==> config.mk <==
export PLATFORM = sky130hd
export DESIGN_NAME = fdivsqrt_iter_ctrl
export DESIGN_NICKNAME = d
export VERILOG_FILES = /design/src/rtl/fdivsqrt_iter_ctrl.sv
export SDC_FILE = /design/constraint.sdc
export NUM_CORES = 1
export LEC_CHECK = 0
export CORE_UTILIZATION = 40
export CTS_CLUSTER_DIAMETER = 150
export DETAILED_ROUTE_END_ITERATION = 16
export GPL_TIMING_DRIVEN = 0
export PLACE_DENSITY = 0.73
export SLEW_MARGIN = 20
export SYNTH_ARGS = -nofsm -noshare
export SYNTH_HDL_FRONTEND = slang
export SYNTH_SLANG_ARGS = --single-unit
export TNS_END_PERCENT = 30
==> constraint.sdc <==
create_clock -name clk -period 1.6 [get_ports clk]
set_input_delay 0.24 -clock clk [delete_from_list [all_inputs] [get_ports clk]]
set_output_delay 0.24 -clock clk [all_outputs]
set_load 0.01 [all_outputs]
==> src/rtl/fdivsqrt_iter_ctrl.sv <==
// Iteration controller for the radix-4 divide/sqrt recurrence: IDLE/BUSY/DONE sequencing and per-cycle strobes.
// Optional macro FDIVSQRT_EARLY_TERM_EN ends the recurrence as soon as the residual is zero.
module fdivsqrt_iter_ctrl #(
    parameter int ITERW = 6
) (
    input  logic             clk,
    input  logic             reset,
    input  logic             FlushE,
    input  logic             StallM,
    input  logic             DivStartE,
    input  logic             SqrtE,
    input  logic             SpecialCaseE,
    input  logic [ITERW-1:0] IterCntE,
    input  logic             WZeroE,
    output logic             IFDivStartE,
    output logic             IterEn,
    output logic             j1,
    output logic             jlast,
    output logic             SqrtLatched,
    output logic             DivBusyE,
    output logic             FDivDoneE
);

    typedef enum logic [1:0] {IDLE, BUSY, DONE} state_t;

    state_t           r_state;
    logic [ITERW-1:0] r_cnt;
    logic             r_sqrt;
    logic             r_j1;

    logic w_idle, w_busy, w_done;
    logic w_start, w_last, w_early;

    assign w_idle = (r_state == IDLE);
    assign w_busy = (r_state == BUSY);
    assign w_done = (r_state == DONE);

`ifdef FDIVSQRT_EARLY_TERM_EN
    // A zero residual on the first iteration is still the seed value, so only later cycles may stop early.
    assign w_early = WZeroE & ~r_j1;
`else
    logic w_unused;
    assign w_unused = WZeroE;
    assign w_early  = 1'b0;
`endif

    // Reset gates the start so no output can assert while reset is held.
    assign w_start = DivStartE & ~FlushE & w_idle & ~reset;
    assign w_last  = w_busy & ((r_cnt == ITERW'(1)) | w_early);

    assign IFDivStartE = w_start;
    assign IterEn      = w_busy & ~FlushE;
    assign j1          = w_busy & r_j1 & ~FlushE;
    assign jlast       = w_last;
    assign SqrtLatched = r_sqrt;
    assign DivBusyE    = w_busy | (w_done & StallM);
    assign FDivDoneE   = w_done;

    always_ff @(posedge clk) begin
        if (reset) begin
            r_state <= IDLE;
            r_cnt   <= '0;
            r_sqrt  <= 1'b0;
            r_j1    <= 1'b0;
        end else begin
            r_j1 <= w_start & ~SpecialCaseE;
            if (FlushE) begin
                r_state <= IDLE;
                r_cnt   <= '0;
            end else begin
                case (r_state)
                    IDLE: begin
                        if (w_start) begin
                            r_sqrt <= SqrtE;
                            if (SpecialCaseE) begin
                                r_state <= DONE;
                            end else begin
                                r_state <= BUSY;
                                r_cnt   <= (IterCntE == '0) ? ITERW'(1) : IterCntE;
                            end
                        end
                    end
                    BUSY: begin
                        // Clearing on the last cycle keeps the counter from wrapping after an early stop.
                        if (w_last) begin
                            r_state <= DONE;
                            r_cnt   <= '0;
                        end else begin
                            r_cnt <= r_cnt - ITERW'(1);
                        end
                    end
                    DONE: begin
                        if (!StallM) begin
                            r_state <= IDLE;
                        end
                    end
                    default: r_state <= IDLE;
                endcase
            end
        end
    end

endmodule

==> reports/qor.csv, run 1 <==
metric,value,unit
synth_cells,82,
drc,0,
synth-xor-area-share,0.01313,
fin_area,979.7,µm²
synth_ff_type,dfxtp_1,
muxShareOfSynthArea,0.01501,
syn-cell-area,666.9,µm²
endpoint_kind,output pin,
synth_top_area_frac,0.3002,
cts_buffers,3,
outcome,"complete, but fails checks",
layout.nets,126,
grt_max_degree,11,
yosysUniqueCellTypes,32,
rsz0062_at_grt,true,
synth_compound_area_frac,0.2570,
setup-tns-final,-0.1538,ns
synth_edf_count,0,
crit_end,jlast,
grt_pass1_vias,633,
synthSimpleGateAreaFrac,0.3227,
setup_slack,-0.1538,ns
placed_area,877.1,µm²
core,1524,µm²
globalRouteMet1Util,0.2383,
h-tree-depth,1,
clkTransAtPathRegs,0.07,ns
multi_input_area,465.4,µm²
hold_buffers,0,
holdWs,0.3926,ns
regArea,210.2,µm²
cts-root-buf,clkbuf_4,
cts_tree,done,
syn_to_final_growth,46.90,%
clockBufferDepth,2,
reg2reg_slack,0,ns
track_usage,0.2016,
synth_commonest_cells,"dfxtp_1 (10), nor2_1 (10), nand2_1 (9), a21oi_1 (6)",
critPathMaxFanout,3,
vias,684,
crit_type,reg2out,
maxSlewHeadroom,0.6797,
ys_warn_count,0,
r2r-start,r_cnt[1]$_SDFFE_PP0P_,
yosysSeqAreaShare,0.3002,
antenna_found_initial,0,
worst_ir_drop_vdd,0.5882,mV
clkSinkCount,10,
hold_violations,0,
wirelength,1776,µm
grt_overflow_total,0,
synth_area_leader_cell,dfxtp_1,
fin_util,0.6429,
fillCellCount,134,
tightestPinTransition,0.4767,ns
ant_nets,0,
row_count,14,
die_width,42.83,µm
synth_area_leaders,"dfxtp_1 (30%), nor2_1 (5.6%), nand2_1 (5.1%)",
syn_avg_cell_area,8.133,µm²
setup_violations,1,
grt_pass1_wl,2718,µm
finalCritPeriodShare,1.096,
viasPerCell,5.472,
initial_utilization,0.4376,
fmaxAchievable,0.5702,GHz
io_buffers,19,
skew,0.001544,ns
yosys_register_bits,10,
maxSlewViolCount,0,
clk_latency,0.27,ns
routedWlPerCell,14.21,µm
r2r-end,r_cnt[3]$_SDFFE_PP0P_,
use_met3,0.07234,
die_h,42.83,µm
ys_async_sr_fraction,0,
drive_above_1_share,0.2844,
dp.final_hpwl,1180,µm
startpoint,r_cnt[1]$_SDFFE_PP0P_,
synth_top_family_by_area,simple AND/OR/NAND/NOR gates,
n_antenna_cell,0,
reg2regPathDepth,7,
synth_fa_ha_area_frac,0.03752,
dr.pass1.iters,4,
cp.arrival,1.51,ns
pwr_density_cell,642.0,nW/µm²
hp-start,reset,
drv_cap,0,
hp-class,in2reg,
place.gp.congestion,0.8398,
leakage,0.4065,nW
synth_fp_nets,98,
crit_required,1.36,ns
grtUsageMet2,0.3212,
failed_checks,setup timing,
worst_setup_path_start_kind,flip-flop,
fin_crit,1.754,ns
grt-busiest-layer,met2,
drtIter0Drc,10,
dieArea,1834,µm²
ios,21,
==> state kept, by name, summed over array words and instances (netlist names) <==
register     count
r_state          2
SqrtLatched      1
r_j1             1
r_cnt            6
==> cell families (layout without fill, tap and decap cells) <==
family | after synthesis | count (layout)
AOI/OAI and AO/OA | 22 | 22
buffers and inverters | 7 | 34
and+or+nand+nor | 39 | 39
xor gates and xnor gates | 1 | 1
DFF | 10 | 10
adders and majority gates | 2 | 2
muxes | 1 | 1
==> layout make-up <==
cell class                      instances  share of cell area
Timing Repair Buffer                   24              0.2209
Clock buffer                            4             0.03704
Multi-Input combinational cell         65              0.4751
Tap cell                               16             0.02043
Inverter                                4             0.01533
Buffer                                  2             0.01660
Sequential cell                        10              0.2146
==> power by group <==
| part | total, mW | internal (mW) | leakage, nW | switching [mW] |
|---|---|---|---|---|
| combinational | 0.135 | 0.0691 | 0.302 | 0.0655 |
| sequential | 0.263 | 0.254 | 0.0836 | 0.00834 |
| clock | 0.232 | 0.138 | 0.0210 | 0.0934 |
==> metal layers <==
layer / vias to the layer above / part of all wire
met5: - / 0
met4: 0 / 0.026
met3: 6 / 0.055
met2: 23 / 0.47
met1: 309 / 0.44
li1: 346 / -
==> worst min-delay path by stage <==
| stage | cells after the start | endpoint |
|---|---|---|
| 6_report | 2 | SqrtLatched$_SDFFE_PP0P_ |
| 5_1_grt | 2 | SqrtLatched$_SDFFE_PP0P_ |
| 4_1_cts | 2 | SqrtLatched$_SDFFE_PP0P_ |
| 3_5_place_dp | 2 | r_cnt[4]$_SDFFE_PP0P_ |
| 3_3_place_gp | 2 | r_cnt[1]$_SDFFE_PP0P_ |
| 2_1_floorplan | 1 | SqrtLatched$_SDFFE_PP0P_ |
==> critical path, stage by stage, from the launching register on <==
cell	delay [ns]
dfxtp_2	0.33
inv_2	0.07
ha_4	0.13
nand2b_4	0.05
or4_4	0.44
nor2_4	0.11
buf_6	0.11
==> per-stage QoR <==
stage	power, mW	instances	setup slack [ns]
global placement	0.3936	117	-0.6322
detailed placement	0.3950	117	-0.6459
finish	0.6289	125	-0.1538
floorplan	0.3367	82	0.08729
global route	0.6618	125	-0.2128
CTS	0.6344	124	-0.2867
==> cells in the final DEF, fill, tap and decap left out, types with 2 or more instances in the layout <==
master / Yosys / routed
nand2_1: 9 / 9
a211o_1: 2 / 2
inv_1: 4 / 3
clkdlybuf4s50_1: 0 / 11
buf_6: 1 / 2
nor2b_1: 3 / 3
dlygate4sd2_1: 0 / 6
dfxtp_1: 10 / 6
dfxtp_2: 0 / 2
nand2b_1: 3 / 3
nor2_4: 1 / 3
o32ai_1: 2 / 2
nand3_1: 4 / 3
o21a_1: 2 / 2
nor2_1: 10 / 7
o22ai_1: 2 / 2
buf_4: 0 / 5
o21ai_1: 2 / 2
clkbuf_4: 0 / 3
buf_2: 2 / 2
and2_1: 2 / 2
dfxtp_4: 0 / 2
a21oi_1: 6 / 6
nor3_1: 2 / 2
==> timing repair <==
item                                    in CTS  in global routing
pin swaps                                    3                  2
gates resized for setup                     32                  0
setup buffers                                4                  1
endpoints found under the setup margin       8                  6
(Power assumes the default switching activity.)
==> inputs of run 2 (changes only) <==
--- a/config.mk
+++ b/config.mk
@@ -9,7 +9,8 @@
 export CTS_CLUSTER_DIAMETER = 150
 export DETAILED_ROUTE_END_ITERATION = 16
 export GPL_TIMING_DRIVEN = 0
-export PLACE_DENSITY = 0.73
+export PLACE_DENSITY = 0.72
+export RECOVER_POWER = 100
 export SLEW_MARGIN = 20
 export SYNTH_ARGS = -nofsm -noshare
 export SYNTH_HDL_FRONTEND = slang
==> run 2 against run 1 <==
The flow still finishes with violations (setup timing). First-iteration DRC count increased by 20%. Global-route usage increased by 1.1 points. Maximum frequency about the same. Register-to-register slack about the same. Clock power about the same. Flip-flop and latch count unchanged. Non-clock buffer count increased by 2. Worst hold slack got worse by 0.015 ns. Clock skew increased by 0.0045 ns.
==> reports/qor.csv, run 2 (synthesis results as in run 1) <==
metric,value,unit,change
cp.arrival,1.51,ns,about the same
critPathMaxFanout,3,,unchanged
maxSlewHeadroom,0.6781,,-0.001682
drv_cap,0,,unchanged
ant_nets,0,,unchanged
grt_pass1_vias,693,,+9.5%
drtIter0Drc,12,,+2
endpoint_kind,output pin,,
outcome,"complete, but fails checks",,
die_h,42.83,µm,unchanged
routedWlPerCell,13.61,µm,-4.2%
n_antenna_cell,0,,unchanged
largestRegisters,"r_cnt: 6 flops, r_state: 2 flops",,
clkTransAtPathRegs,0.07,ns,about the same
hp-start,reset,,
clockBufferDepth,2,,unchanged
dr.pass1.iters,4,,unchanged
failed_checks,setup timing,,
grt_max_degree,11,,unchanged
leakage,0.4152,nW,+2.1%
vias,692,,+1.2%
die_width,42.83,µm,unchanged
fmaxAchievable,0.5698,GHz,about the same
drive_above_1_share,0.2613,,-0.02314
cts-root-buf,clkbuf_4,,
grt_overflow_total,0,,unchanged
setup-tns-final,-0.1574,ns,-0.003578 ns
tightestPinTransition,0.4792,ns,+0.002504 ns
min_delay_path_depth,2,,unchanged
finalNonFillerCells,127,,+1.6%
pre_cts_ws,-0.6125,ns,+0.03339 ns
syn_to_final_growth,45.78,%,
antenna_found_initial,0,,unchanged
cp_top_family,simple AND/OR/NAND/NOR gates,,
cts_tree,done,,
cpPeakStageDelay,0.44,ns,about the same
io_buffers,19,,unchanged
timing.critical_path.buf_inv,2,,unchanged
r2r-start,r_cnt[1]$_SDFFE_PP0P_,,
power.total,0.6290,mW,about the same
fillCellCount,134,,unchanged
slowest_stage,or4_4,,
r2r-end,r_cnt[4]$_SDFFE_PP0P_,,
clkSinkCount,10,,unchanged
holdWs,0.3774,ns,-0.01524 ns
place.gp.congestion,0.7989,,-4.9%
hold_violations,0,,unchanged
reg2reg_slack,0,ns,unchanged
largest_reg_flops,6,,unchanged
pwr_density_cell,647.0,nW/µm²,+0.78%
path_cells,inv_2 -> ha_4 -> nand2b_4 -> or4_4 -> nor2_4 -> buf_6,,
grt_pass1_wl,2960,µm,+8.9%
setup_slack,-0.1550,ns,-0.001119 ns
dieArea,1834,µm²,unchanged
h-tree-depth,1,,unchanged
layout.nets,128,,+1.6%
worst_ir_drop_vdd,0.4359,mV,-26%
viasPerCell,5.449,,-0.42%
dp.final_hpwl,1224,µm,+3.7%
maxSlewViolCount,0,,unchanged
startpoint,r_cnt[1]$_SDFFE_PP0P_,,
crit_required,1.36,ns,about the same
drc,0,,unchanged
wirelength,1729,µm,-2.6%
hold_end,SqrtLatched$_SDFFE_PP0P_,,
crit_type,reg2out,,
track_usage,0.2126,,+0.01102
post-place-cells,117,,unchanged
ios,21,,unchanged
mostFrequentLayoutCells,"clkdlybuf4s50_1 (10), nand2_1 (9), nor2_1 (8)",,
clk_latency,0.27,ns,about the same
finalCritPeriodShare,1.097,,about the same
skew,0.006011,ns,+0.004467 ns
largest_register,r_cnt,,
rsz0062_at_grt,true,,
final_common_cell,clkdlybuf4s50_1,,
initial_utilization,0.4376,,unchanged
core,1524,µm²,unchanged
worst_setup_path_start_kind,flip-flop,,
fin_crit,1.755,ns,+0.001119 ns
reg2regPathDepth,8,,+1
setup_violations,2,,+1
cts_buffers,3,,unchanged
row_count,14,,unchanged
hp-class,in2reg,,
## run 2: worst max-delay path by stage
| stage | to | slack, ns | cells after the start |
|---|---|---|---|
| floorplan | r_cnt[3]$_SDFFE_PP0P_ | 0.09 | 7 |
| global placement | IFDivStartE | -0.65 | 5 |
| detailed placement | IFDivStartE | -0.61 | 5 |
| CTS | jlast | -0.28 | 6 |
| global route | jlast | -0.20 | 6 |
| finish | jlast | -0.15 | 6 |
## run 2: what timing repair did
item                       CTS  global route
setup buffers                5             2
setup endpoints to repair    7             6
hold endpoints to repair     0             0
hold buffers                 0             0
pin swaps                    4             2
cloned                       0             0
gates resized for setup     31             0
## run 2: per-stage QoR
stage | util | cell area, µm²
global route | 0.6379 | 972.2
CTS | 0.6396 | 974.7
global placement | 0.5755 | 877.1
floorplan | - | 666.9
detailed placement | 0.5755 | 877.1
finish | 0.6379 | 972.2
## run 2: layout make-up
| cell class | count | area, µm² | share of cell area |
|---|---|---|---|
| Multi-Input combinational cell | 65 | 446.7 | 0.4595 |
| Timing Repair Buffer | 26 | 231.5 | 0.2381 |
| Clock buffer | 4 | 36.28 | 0.03732 |
| Buffer | 2 | 16.27 | 0.01673 |
| Sequential cell | 10 | 206.4 | 0.2124 |
| Inverter | 4 | 15.01 | 0.01544 |
| Tap cell | 16 | 20.02 | 0.02059 |
## run 2: power by group
part	leakage (nW)	switching, mW	internal [mW]
Combinational	0.311	0.0625	0.0682
Clock	0.0210	0.0963	0.138
Sequential	0.0828	0.00807	0.255
## run 2: worst register-to-register path, stage by stage, from the launching register on
cell and delay [ns]:
dfxtp_2 0.33, inv_2 0.07, buf_4 0.10, buf_4 0.09
ha_1 0.15, nor2b_1 0.30, nand4_1 0.14, a211o_1 0.30
o21ai_1 0.06
## run 2: layer usage
layer,GRT usage,wire (µm),vias to the layer above
met3,0.06383,70,6
met2,0.3485,863,18
li1,-,-,350
met1,0.2552,749,318
met5,0,0,-
met4,0.08750,46,0
